**src/rtl/mem_pkg.sv**
```systemverilog
// Shared types and constants for the MEM-stage load/store unit.
// Optional bus timeout: define MEM_TIMEOUT_EN.
package mem_pkg;

  localparam int XLEN = 32;

  typedef enum logic [1:0] {
    IDLE,
    REQ,
    DONE
  } lsu_state_e;

  localparam logic [2:0] F3_B  = 3'b000;
  localparam logic [2:0] F3_H  = 3'b001;
  localparam logic [2:0] F3_W  = 3'b010;
  localparam logic [2:0] F3_BU = 3'b100;
  localparam logic [2:0] F3_HU = 3'b101;

  // Misaligned halfword/word or a funct3 with no matching access.
  function automatic logic acc_fault(
    input logic [2:0] f3,
    input logic [1:0] off,
    input logic       we
  );
    logic bad_f3;
    logic mis;
    if (we)
      bad_f3 = f3[2] | (f3[1:0] == 2'b11);
    else
      bad_f3 = (f3[1:0] == 2'b11) | (f3 == 3'b110);
    mis = ((f3[1:0] == F3_H[1:0]) & off[0])
        | ((f3[1:0] == F3_W[1:0]) & (off != 2'b00));
    return bad_f3 | mis;
  endfunction

endpackage

```
**src/rtl/mem_stage_lsu_load_extend.sv**
```systemverilog
// Load lane select and sign/zero extension.
// Pure combinational; shared with the WB-path debug checker.
module load_extend
  import mem_pkg::*;
(
  input  logic [XLEN-1:0] rdata_i,
  input  logic [1:0]      off_i,
  input  logic [2:0]      f3_i,
  output logic [XLEN-1:0] data_o
);

  logic [XLEN-1:0] sh;

  assign sh = rdata_i >> {off_i, 3'b000};

  always_comb begin
    data_o = sh;
    unique case (f3_i)
      F3_B:    data_o = {{24{sh[7]}}, sh[7:0]};
      F3_H:    data_o = {{16{sh[15]}}, sh[15:0]};
      F3_BU:   data_o = {24'b0, sh[7:0]};
      F3_HU:   data_o = {16'b0, sh[15:0]};
      default: data_o = sh;
    endcase
  end

endmodule

```
**src/rtl/mem_stage_lsu.sv**
```systemverilog
// MEM-stage load/store unit: req/ack data bus, byte lanes, stall.
// Define MEM_TIMEOUT_EN to add an ack timeout raising busErrM.
module mem_stage_lsu
  import mem_pkg::*;
#(
  parameter int unsigned TIMEOUT_CYCLES = 16
)
(
  input  logic            CLK,
  input  logic            RST_N,
  input  logic            memReadM,
  input  logic            memWriteM,
  input  logic            flushM,
  input  logic [2:0]      funct3M,
  input  logic [XLEN-1:0] aluResultM,
  input  logic [XLEN-1:0] writeDataM,
  output logic [XLEN-1:0] readDataM,
  output logic            stallM,
  output logic            faultM,
  output logic            busErrM,
  output logic            memReq,
  output logic            memWe,
  output logic [XLEN-1:0] memAddr,
  output logic [XLEN-1:0] memWdata,
  output logic [3:0]      memWstrb,
  input  logic [XLEN-1:0] memRdata,
  input  logic            memAck
);

  lsu_state_e      state_q, state_d;
  logic            req_q, req_d;
  logic            we_q, we_d;
  logic            fault_q, fault_d;
  logic [XLEN-1:0] addr_q, addr_d;
  logic [XLEN-1:0] wdata_q, wdata_d;
  logic [XLEN-1:0] rd_q, rd_d;
  logic [3:0]      strb_q, strb_d;
  logic [2:0]      f3_q, f3_d;
  logic [1:0]      off_q, off_d;

  logic            op;
  logic            flt;
  logic [3:0]      strb_n;
  logic [XLEN-1:0] wdata_n;
  logic [XLEN-1:0] ext;

`ifdef MEM_TIMEOUT_EN
  localparam int unsigned CW = $clog2(TIMEOUT_CYCLES + 1);
  localparam logic [CW-1:0] CLAST = CW'(TIMEOUT_CYCLES - 1);
  logic [CW-1:0] cnt_q, cnt_d;
  logic          berr_q, berr_d;
`endif

  assign op  = (memReadM | memWriteM) & ~flushM;
  assign flt = acc_fault(funct3M, aluResultM[1:0], memWriteM);

  always_comb begin
    strb_n  = '0;
    wdata_n = '0;
    if (memWriteM) begin
      unique case (1'b1)
        funct3M[1:0] == F3_B[1:0]: begin
          strb_n  = 4'b0001 << aluResultM[1:0];
          wdata_n = {4{writeDataM[7:0]}};
        end
        funct3M[1:0] == F3_H[1:0]: begin
          strb_n  = 4'b0011 << aluResultM[1:0];
          wdata_n = {2{writeDataM[15:0]}};
        end
        default: begin
          strb_n  = 4'b1111;
          wdata_n = writeDataM;
        end
      endcase
    end
  end

  load_extend u_ext (
    .rdata_i (memRdata),
    .off_i   (off_q),
    .f3_i    (f3_q),
    .data_o  (ext)
  );

  always_comb begin
    state_d = state_q;
    req_d   = req_q;
    we_d    = we_q;
    addr_d  = addr_q;
    wdata_d = wdata_q;
    strb_d  = strb_q;
    f3_d    = f3_q;
    off_d   = off_q;
    rd_d    = rd_q;
    fault_d = 1'b0;
    stallM  = 1'b0;
`ifdef MEM_TIMEOUT_EN
    cnt_d   = cnt_q;
    berr_d  = 1'b0;
`endif
    unique case (state_q)
      IDLE: begin
        if (op && flt) begin
          fault_d = 1'b1;
          rd_d    = '0;
        end else if (op) begin
          stallM  = 1'b1;
          req_d   = 1'b1;
          we_d    = memWriteM;
          addr_d  = {aluResultM[XLEN-1:2], 2'b00};
          wdata_d = wdata_n;
          strb_d  = strb_n;
          f3_d    = funct3M;
          off_d   = aluResultM[1:0];
          state_d = REQ;
`ifdef MEM_TIMEOUT_EN
          cnt_d   = '0;
`endif
        end
      end
      REQ: begin
        stallM = 1'b1;
        if (memAck) begin
          req_d   = 1'b0;
          state_d = DONE;
          if (!we_q)
            rd_d = ext;
        end
`ifdef MEM_TIMEOUT_EN
        else if (cnt_q == CLAST) begin
          req_d   = 1'b0;
          rd_d    = '0;
          berr_d  = 1'b1;
          state_d = DONE;
        end else begin
          cnt_d = cnt_q + 1'b1;
        end
`endif
      end
      DONE:    state_d = IDLE;
      default: state_d = IDLE;
    endcase
  end

  always_ff @(posedge CLK or negedge RST_N) begin
    if (!RST_N) begin
      state_q <= IDLE;
      req_q   <= 1'b0;
      we_q    <= 1'b0;
      fault_q <= 1'b0;
      addr_q  <= '0;
      wdata_q <= '0;
      rd_q    <= '0;
      strb_q  <= '0;
      f3_q    <= '0;
      off_q   <= '0;
    end else begin
      state_q <= state_d;
      req_q   <= req_d;
      we_q    <= we_d;
      fault_q <= fault_d;
      addr_q  <= addr_d;
      wdata_q <= wdata_d;
      rd_q    <= rd_d;
      strb_q  <= strb_d;
      f3_q    <= f3_d;
      off_q   <= off_d;
    end
  end

`ifdef MEM_TIMEOUT_EN
  always_ff @(posedge CLK or negedge RST_N) begin
    if (!RST_N) begin
      cnt_q  <= '0;
      berr_q <= 1'b0;
    end else begin
      cnt_q  <= cnt_d;
      berr_q <= berr_d;
    end
  end
  assign busErrM = berr_q;
`else
  assign busErrM = 1'b0;
`endif

  assign memReq    = req_q;
  assign memWe     = we_q;
  assign memAddr   = addr_q;
  assign memWdata  = wdata_q;
  assign memWstrb  = strb_q;
  assign readDataM = rd_q;
  assign faultM    = fault_q;

endmodule
```
**config.mk**
```make
export PLATFORM = sky130hd
export DESIGN_NAME = mem_stage_lsu
export DESIGN_NICKNAME = d
export VERILOG_FILES = /design/src/rtl/mem_pkg.sv /design/src/rtl/mem_stage_lsu_load_extend.sv /design/src/rtl/mem_stage_lsu.sv
export SDC_FILE = /design/constraint.sdc
export NUM_CORES = 1
export LEC_CHECK = 0
export CAP_MARGIN = 5
export CORE_ASPECT_RATIO = 0.75
export CORE_UTILIZATION = 30
export CTS_CLUSTER_DIAMETER = 40
export DETAILED_ROUTE_END_ITERATION = 8
export PLACE_DENSITY_LB_ADDON = 0.15
export RECOVER_POWER = 100
export REMOVE_ABC_BUFFERS = 1
export SKIP_CTS_REPAIR_TIMING = 1
export SLEW_MARGIN = 10
export SYNTH_ARGS = -nofsm -noshare
export SYNTH_HDL_FRONTEND = slang
export SYNTH_HIERARCHICAL = 1
export SYNTH_SLANG_ARGS = --single-unit
```
**constraint.sdc**
```tcl
create_clock -name CLK -period 4.6 [get_ports CLK]
set_input_delay 0.92 -clock CLK [delete_from_list [all_inputs] [get_ports CLK]]
set_output_delay 0.92 -clock CLK [all_outputs]
set_load 0.1 [all_outputs]
```
==> implementation parameters, run 1 <==
Parameter                              Value

Outcome
  Outcome ... finished with violations
  Violations in the final reports ... max-capacitance violations, max-slew violations

Pwr
  Leak ... 0.00348 uW
  Largest voltage drop on the vdd net ... 265 uV
  Cell Pwr Density ... 625 nW/um2

Timing
  Post-route fraction of the period consumed by the critical path ... 80.4%
  Setup repair after global routing missed its margin ... no
  Max Transition Viols Final ... 58
  Transition time at the pin with the least slew margin ... 3.16 ns
  Final hold vios ... 0
  Maximum clock frequency ... 0.270 GHz
  Worst max-slew margin expressed relative to the limit ... -111%
  Final min period ... 3.70 ns
  Final setup viols ... 0
  Hold_ws ... 0.477 ns
  Skew final ... 0.00761 ns

Placement
  Area post-placement ... roughly 7500 um2
  RD Place Congestion ... 0.784
  Half-perimeter wire length of the detailed placement result ... 11200 um
  Number of port buffers ... 206

Synth
  Sequential cell area fraction in the yosys report ... between 50% and 60%
  Yosys top cell area share ... 50.9%
  Area of the mapped netlist ... 5310 um2
  Post-synthesis average cell area ... 9.60 um2
  Yosys warnings ... 6
  Largest area contributor in the synthesized netlist ... sky130_fd_sc_hd__dfrtp_1
  Number of different library cells in the post-synthesis netlist ... 31
  Instance count of the mapped netlist ... 553
  Leading post-synthesis cells by cell area ... sky130_fd_sc_hd__dfrtp_1 51%, sky130_fd_sc_hd__nand2_1 11%, sky130_fd_sc_hd__mux2_1 7.6%
  Total of flip-flops plus latches after synthesis ... 108

CTS
  Clock buffer count from CTS ... 9
  Clock sinks ... between 100 and 150
  CTS tree ... built
  Root buffer cell ... sky130_fd_sc_hd__clkbuf_16
  Clock slew at reported path FFs ... 0.08 ns
  Maximum buffer depth of the clock tree ... 2
  Clk Latency, worst-skew pair ... 0.35 ns
  H-tree lvl count ... 3

Global routing
  Wire length of the first global-routing pass ... 24300 um
  Via count of the first global-routing pass ... 4440
  Leftover overflow at the end of global routing ... 0
  Pin count of the biggest net entering global routing ... 64
  Combined global-route utilization of all metal layers ... around 17%
  Antenna violations before repair ... 0

Critical path
  Timing startpoint of the critical path ... memWriteM
  Critical Path End Type ... register
  Largest driver fanout on the critical path ... 63
  WP data arrival ... between 3 and 4 ns
  Critical path class ... input pin to register
  Startpoint type of the worst setup path ... input pin
  FF-to-FF Start ... state_q[1]$_DFFE_PN0P_
  Data required time of the critical path ... 4.83 ns

Drt
  Routed WL per cell ... 15.7 um
  Average vias per placed instance ... 4.59
  Detailed-route via count ... between 4000 and 5000
  Residual DRC ... 0
  Number of violations reported at the end of detailed-routing iteration 0 ... between 300 and 400
  Aggregate routed wire length ... 15400 um
  Pre-Repair DR Iteration Count ... 4
  Final antenna-violating net count ... 0

Job
  Max-cap check violation count ... 1

Die
  Die outline width ... 156 um
  FP Rows ... 41
  Chip Height ... 117 um
  Area of the core region ... approximately 17000 um2
  Starting density of the core ... between 30% and 40%
  Top-level I/O count ... 210
  Area of the die ... roughly 18000 um2

Final layout
  Final instance area ... 7800 um2
  ANT cells ... 0
  Total Nets Final ... between 800 and 900
  Layout Area Growth over Synthesis ... 47.0%
  Fraction of layout instances using a drive strength above 1 ... 6.85%

Worst hold path
  Worst min-delay path class ... register to register
  Start point of the worst min-delay path ... memWstrb[0]$_DFFE_PN0P_
==> worst max-delay path, stage by stage <==
cell                            delay, ns
sky130_fd_sc_hd__dlygate4sd3_1       0.69
sky130_fd_sc_hd__a221oi_1            0.18
sky130_fd_sc_hd__o211ai_1            0.26
sky130_fd_sc_hd__clkbuf_2            0.87
sky130_fd_sc_hd__buf_4               0.61
sky130_fd_sc_hd__mux2_1              0.38
==> through the flow <==
step | total power, uW | util (%) | setup slack, ns | TNS, ns | instances
after floorplan | 3480 | - | -4.07 | -97.64 | 512
after global placement | 4250 | 44.0 | 1.02 | 0 | 964
after detailed placement | 4260 | 44.0 | 0.973 | 0 | 964
after CTS | 5030 | 45.7 | 1.13 | 0 | 980
after global routing | 5090 | 45.7 | 0.541 | 0 | 980
final | 4870 | 45.7 | 0.903 | 0 | 980
==> sequential cells by signal (all words and copies together), names as in the netlist <==
| signal | count |
|---|---|
| memWstrb | 4 |
| state_q | 2 |
| memReq | 1 |
| memWe | 1 |
| faultM | 1 |
| readDataM | 32 |
| f3_q | 3 |
| memWdata | 32 |
| off_q | 2 |
| memAddr | 30 |
==> logic make-up after synthesis <==
group / count (synthesis) / share of synthesized area (%)
AOI/OAI and AO/OA: 116 / 12.5
DFF: 108 / 50.9
muxes: 81 / 16.5
and+or+nand+nor: 201 / 15.3
buffers and inverters: 46 / 4.69
other: 1 / 0.0707
==> power breakdown <==
| part | leakage (uW) | total, uW | switching, uW | internal [uW] |
|---|---|---|---|---|
| clock network | 0.000135 | 756 | 379 | 376 |
| registers | 0.00139 | 1320 | 132 | 1190 |
| logic | 0.00196 | 2800 | 2190 | 608 |
| total | 0.00348 | 4870 | 2700 | 2170 |
==> worst paths after layout <==
| check | cells after the start | slack (ns) | to |
|---|---|---|---|
| worst max-delay path | 6 | 0.90 | memAddr[5]$_DFFE_PN0P_ |
| worst min-delay path | 2 | 0.48 | memWstrb[0]$_DFFE_PN0P_ |
| worst max register to register | 5 | 2.01 | memAddr[5]$_DFFE_PN0P_ |
| min in group asynchronous | 1 | 1.61 | memWdata[3]$_DFFE_PN0P_ |
| max in group asynchronous | 1 | 1.21 | readDataM[11]$_DFFE_PN0P_ |
| worst min register to register | 2 | 0.48 | memWstrb[0]$_DFFE_PN0P_ |
==> synth_stat cells (all sizes together) <==
library cell  number
nor2b              9
o21ai             88
o211ai             2
a221oi             1
nand3b             2
nand2b             2
a21boi             1
nor2              23
nor3               2
buf               22
mux2i             29
a21oi              8
inv                3
nand2            160
o31ai              1
conb               1
dfrtp            108
a211oi            14
mux2              52
clkbuf            21
nor4               1
a311oi             1
or2                2
==> cell usage in the layout (no fill, tap or decap), types with 3 or more instances in the layout <==
| cell type | count |
|---|---|
| sky130_fd_sc_hd__mux2_1 | 36 |
| sky130_fd_sc_hd__o21ai_0 | 81 |
| sky130_fd_sc_hd__nand2_1 | 160 |
| sky130_fd_sc_hd__nor2_1 | 22 |
| sky130_fd_sc_hd__buf_4 | 8 |
| sky130_fd_sc_hd__conb_1 | 3 |
| sky130_fd_sc_hd__a211oi_1 | 14 |
| sky130_fd_sc_hd__inv_1 | 3 |
| sky130_fd_sc_hd__dlygate4sd3_1 | 103 |
| sky130_fd_sc_hd__mux2i_1 | 29 |
| sky130_fd_sc_hd__nor2b_1 | 9 |
| sky130_fd_sc_hd__clkbuf_16 | 9 |
| sky130_fd_sc_hd__clkdlybuf4s50_1 | 101 |
| sky130_fd_sc_hd__a21oi_1 | 8 |
| sky130_fd_sc_hd__mux2_2 | 16 |
| sky130_fd_sc_hd__o21ai_1 | 5 |
| sky130_fd_sc_hd__dfrtp_1 | 108 |
==> metal layers <==
metal	routed length [um]	vias to the layer above	track usage (%)
met4	131	0	3.92
met2	7040	119	27.6
met3	835	10	4.20
li1	-	2231	-
met1	7390	2139	23.8
met5	0	-	0
==> layout make-up <==
cell class                 instances  area, um2
sequential                       108       2700
tap                              236        295
clock inverter                     7       62.6
multi-input combinational        401       2370
fill                            1662       9280
timing repair buffer             216       2130
clock buffer                       9        225
inverter                           3       11.3
(Power assumes the default switching activity.)
==> inputs of run 2 (changes only) <==
- clock period: 4.6 -> 3.7 ns (I/O delays scaled with it)
==> run 2 against run 1 <==
The run still ends with max-capacitance violations, max-slew violations left. First-iteration DRC count is 28% lower. Routed wire length is 0.65% lower. Largest power group unchanged. Die area stayed put. Total power is 25% higher. Sequential power is 26% higher. Global-route usage is 0.31 points lower. Sequential cell count stayed put. Register-to-register slack worse by 0.64 ns.
==> implementation parameters, run 2 (synthesis results as in run 1) <==
Parameter                              Value

Pwr
  Power Total ... 6070 uW
  Power share of the combinational group ... 56.8%
  Internal power ... 2710 uW
  Share of power burned in the clock network ... 15.9%
  Total net switching power ... 3370 uW
  Relative contribution of sequential cells to total power ... 27.3%
  Sw Ratio ... 55.4%
  Cell Pwr Density ... 777 nW/um2
  Leak ... 0.00349 uW
  Largest voltage drop on the vdd net ... 400 uV

CTS
  Maximum buffer depth of the clock tree ... 2
  CTS tree ... built
  Clock slew at reported path FFs ... 0.08 ns
  Clock buffer count from CTS ... 9
  Clk Latency, worst-skew pair ... 0.35 ns
  Root buffer cell ... sky130_fd_sc_hd__clkbuf_16
  H-tree lvl count ... 3
  Clock sinks ... about 110

Timing
  Transition time at the pin with the least slew margin ... 2.12 ns
  Max Transition Viols Final ... between 80 and 90
  Worst max-slew margin expressed relative to the limit ... -41.5%
  Skew final ... approximately 0.008 ns
  Post-route fraction of the period consumed by the critical path ... 89.0%
  Final min period ... 3.29 ns
  Maximum clock frequency ... 0.304 GHz
  Final hold vios ... 0
  Setup repair after global routing missed its margin ... no
  Final setup viols ... 0

Final layout
  Layout Area Growth over Synthesis ... 47.3%
  Final Util ... 45.8%
  Leading cell type in the layout, fill and taps excluded ... sky130_fd_sc_hd__nand2_1
  Total Nets Final ... 845
  Leading cell types in the layout, fill and taps excluded ... 160 x sky130_fd_sc_hd__nand2_1, 108 x sky130_fd_sc_hd__dfrtp_1, 103 x sky130_fd_sc_hd__dlygate4sd3_1, 101 x sky130_fd_sc_hd__clkdlybuf4s50_1, 83 x sky130_fd_sc_hd__o21ai_0
  Fill count ... 1654
  ANT cells ... 0
  Number of cells in the finished layout apart from fillers ... 981
  Fraction of layout instances using a drive strength above 1 ... a little under 7%

Critical path
  Critical Path End Type ... output pin
  Timing startpoint of the critical path ... memWriteM
  WP data arrival ... 2.55 ns
  Critical path class ... input pin to output pin
  Data required time of the critical path ... approximately 3 ns
  Largest driver fanout on the critical path ... 8
  Startpoint type of the worst setup path ... input pin
  FF-to-FF Start ... state_q[1]$_DFFE_PN0P_

Outcome
  Violations in the final reports ... max-capacitance violations, max-slew violations
  Outcome ... finished with violations

Die
  Area of the core region ... 17100 um2
  FP Rows ... 41
  Top-level I/O count ... 210
  Chip Height ... 117 um
  Starting density of the core ... 31.1%
  Die outline width ... 156 um
  Area of the die ... 18200 um2

Drt
  Aggregate routed wire length ... 15300 um
  Average vias per placed instance ... 4.60
  Detailed-route via count ... 4515
  Routed WL per cell ... about 16 um
  Pre-Repair DR Iteration Count ... 4
  Final antenna-violating net count ... 0
  Residual DRC ... 0
  Number of violations reported at the end of detailed-routing iteration 0 ... 220

Global routing
  Combined global-route utilization of all metal layers ... roughly 17%
  Antenna violations before repair ... 0
  Leftover overflow at the end of global routing ... 0
  Pin count of the biggest net entering global routing ... 111
  Wire length of the first global-routing pass ... ~24000 um
  Via count of the first global-routing pass ... 4360

Worst hold path
  Start point of the worst min-delay path ... memWstrb[3]$_DFFE_PN0P_
  Worst min-delay path class ... register to register

Job
  Max-cap check violation count ... 1

Placement
  Half-perimeter wire length of the detailed placement result ... around 11000 um
  Number of placed cells counting well taps ... between 900 and 1000
  Number of port buffers ... about 210
  RD Place Congestion ... 0.767
==> run 2: critical path: stages <==
cell                            delay, ns
sky130_fd_sc_hd__dlygate4sd3_1       0.61
sky130_fd_sc_hd__clkbuf_1            0.32
sky130_fd_sc_hd__or2_0               0.19
sky130_fd_sc_hd__o211ai_1            0.13
sky130_fd_sc_hd__a21oi_1             0.32
sky130_fd_sc_hd__buf_12              0.22
==> run 2: layout make-up <==
cell class	count	area (um2)	share of cell area [%]
repair buffers	217	2130	27.3
flip-flops and latches	108	2700	34.6
multi-input cells	401	2370	30.3
clock inverters	7	77.6	0.992
inverters	3	11.3	0.144
well taps	236	295	3.78
clock buffers	9	225	2.88
==> run 2: final timing paths <==
check                                       endpoint  slack (ns)  depth (start not counted)
setup / recovery                              stallM        0.41                          6
hold / removal               memWstrb[3]$_DFFE_PN0P_        0.48                          2
setup reg to reg           readDataM[16]$_DFFE_PN0P_        1.37                          5
hold reg to reg              memWstrb[3]$_DFFE_PN0P_        0.48                          2
max in group asynchronous   readDataM[6]$_DFFE_PN0P_        1.20                          2
min in group asynchronous   memWdata[20]$_DFFE_PN0P_        0.99                          1
==> run 2: layer usage <==
| layer | up-vias | GRT usage (%) | wire, um |
|---|---|---|---|
| met3 | 8 | 3.83 | 892 |
| met2 | 139 | 27.0 | 7050 |
| met5 | - | 0 | 0 |
| li1 | 2226 | - | - |
| met4 | 0 | 4.12 | 140 |
| met1 | 2142 | 23.6 | 7220 |
==> run 2: through the flow <==
step                setup TNS [ns]  hold WS (ns)  setup WS, ns  area (um2)
global placement                 0         0.460         0.489        7540
CTS                              0         0.493         0.457        7850
global route                     0         0.500         0.253        7820
finish                           0         0.475         0.407        7820
detailed placement               0         0.474         0.462        7540
floorplan                  -151.46         0.444         -4.61        5080
==> run 2: power groups by stage <==
stage	clock network, uW	logic (uW)	registers (uW)
detailed placement	0	3590	1700
finish	968	3450	1660
floorplan	0	590	3730
global route	1040	3600	1710
global placement	0	3590	1690
CTS	1010	3600	1680
==> inputs of run 3 (changes only) <==
- CORE_UTILIZATION: 30 -> 44
==> run 3 against run 2 <==
The run now ends clean. Via count up 2.3%. First-iteration DRC count up 38%. Setup slack better by 0.038 ns. Critical path type unchanged. Largest cell class unchanged. Highest routed layer is now met5.
==> implementation parameters, run 3 (synthesis results as in run 1) <==
Parameter                              Value

Final layout
  Layout Area Growth over Synthesis ... 46.1%
  Fraction of layout instances using a drive strength above 1 ... under 10%
  Leading cell types in the layout, fill and taps excluded ... 160 x sky130_fd_sc_hd__nand2_1, 108 x sky130_fd_sc_hd__dfrtp_1, 103 x sky130_fd_sc_hd__dlygate4sd3_1, 101 x sky130_fd_sc_hd__clkdlybuf4s50_1, 84 x sky130_fd_sc_hd__o21ai_0
  ANT cells ... 0
  Total Nets Final ... 845
  Leading cell type in the layout, fill and taps excluded ... sky130_fd_sc_hd__nand2_1
  Number of cells in the finished layout apart from fillers ... 907
  Final instance area ... 7750 um2

Placement
  Half-perimeter wire length of the detailed placement result ... 10100 um
  Number of port buffers ... roughly 210
  RD Place Congestion ... 0.870
  Area post-placement ... roughly 7500 um2
  Number of placed cells counting well taps ... ~900

Global routing
  Combined global-route utilization of all metal layers ... 23.3%
  Wire length of the first global-routing pass ... 22700 um
  Pin count of the biggest net entering global routing ... 111
  Via count of the first global-routing pass ... approximately 4500
  Antenna violations before repair ... 1
  Leftover overflow at the end of global routing ... 0

Drt
  Routed WL per cell ... ~16 um
  Final antenna-violating net count ... 0
  Aggregate routed wire length ... 14200 um
  Average vias per placed instance ... 5.09
  Detailed-route via count ... 4617
  Pre-Repair DR Iteration Count ... 4
  Residual DRC ... 0
  Number of violations reported at the end of detailed-routing iteration 0 ... 303

CTS
  Maximum buffer depth of the clock tree ... 2
  H-tree lvl count ... 3
  CTS tree ... built
  Clock buffer count from CTS ... 9
  Clock slew at reported path FFs ... 0.07 ns
  Root buffer cell ... sky130_fd_sc_hd__clkbuf_16
  Clk Latency, worst-skew pair ... 0.35 ns
  Clock sinks ... between 100 and 150

Outcome
  Outcome ... completed

Critical path
  WP data arrival ... 2.51 ns
  Largest driver fanout on the critical path ... 7
  Critical Path End Type ... output pin
  Internal reg-to-reg setup slack ... 1.35 ns
  Destination of the worst register-to-register timing path ... readDataM[31]$_DFFE_PN0P_
  Critical path class ... input pin to output pin
  Cells on worst reg2reg path ... 6
  Startpoint type of the worst setup path ... input pin
  Data required time of the critical path ... 2.96 ns
  FF-to-FF Start ... off_q[1]$_DFFE_PN0P_

Die
  Chip Height ... 97.1 um
  Area of the die ... 12500 um2
  FP Rows ... 34
  Die outline width ... 129 um
  Top-level I/O count ... 210
  Area of the core region ... roughly 12000 um2
  Starting density of the core ... 45.5%

Timing
  Transition time at the pin with the least slew margin ... around 1.4 ns
  Final hold vios ... 0
  Hold_ws ... 0.476 ns
  Max Transition Viols Final ... 0
  Setup repair after global routing missed its margin ... no
  Post-route fraction of the period consumed by the critical path ... between 80% and 90%
  Worst max-slew margin expressed relative to the limit ... 7.37%
  Final min period ... 3.25 ns
  Final total negative setup slack ... 0 ns
  Maximum clock frequency ... 0.307 GHz
  Skew final ... 0.00552 ns
  Final setup viols ... 0

Pwr
  Largest voltage drop on the vdd net ... between 400 and 500 uV
  Leak ... about 0.0035 uW
  Cell Pwr Density ... 796 nW/um2

Worst hold path
  Cell depth of the worst hold path ... 2
  Worst hold endpoint ... memWdata[21]$_DFFE_PN0P_
  Start point of the worst min-delay path ... memWdata[21]$_DFFE_PN0P_
  Worst min-delay path class ... register to register

Job
  Max-cap check violation count ... 0
[run 3: worst max-delay path, cell delays in order]
cell and delay, ns:
sky130_fd_sc_hd__dlygate4sd3_1 0.64, sky130_fd_sc_hd__a221oi_1 0.41, sky130_fd_sc_hd__o211ai_1 0.21, sky130_fd_sc_hd__a21oi_1 0.29, sky130_fd_sc_hd__buf_12 0.21
[run 3: through the flow]
step / setup slack, ns / utilization, % / power, uW
after CTS: 0.538 / 66.8 / 6350
after floorplan: -4.61 / - / 4320
after global placement: 0.553 / 63.9 / 5230
after global routing: 0.324 / 66.5 / 6420
after detailed placement: 0.540 / 63.9 / 5270
final: 0.446 / 66.5 / 6170
[run 3: final cells by class]
cell class	instances	area, um2
tap	162	203
sequential	108	2700
clock buffer	10	239
fill	994	3910
multi-input combinational	401	2360
timing repair buffer	217	2130
inverter	3	11.3
clock inverter	6	96.3
[run 3: how the worst max path moves through the flow]
stage	from	endpoint	cells after the start
2_1_floorplan	funct3M[2]	stallM	3
3_3_place_gp	funct3M[0]	stallM	5
3_5_place_dp	funct3M[0]	stallM	5
4_1_cts	funct3M[0]	stallM	5
5_1_grt	aluResultM[0]	stallM	5
6_report	aluResultM[0]	stallM	5
[run 3: layer usage]
metal  track usage (%)  wire [um]
met3              7.43       1120
met2              37.7       6690
met1              29.6       6100
met5                 0          8
met4              7.24        250
[run 3: power by group]
group | internal, uW | switching, uW | leakage, uW
clock | 619 | 449 | 0.000161
sequential | 1470 | 185 | 0.00139
combinational | 754 | 2690 | 0.00196
total | 2850 | 3320 | 0.00350
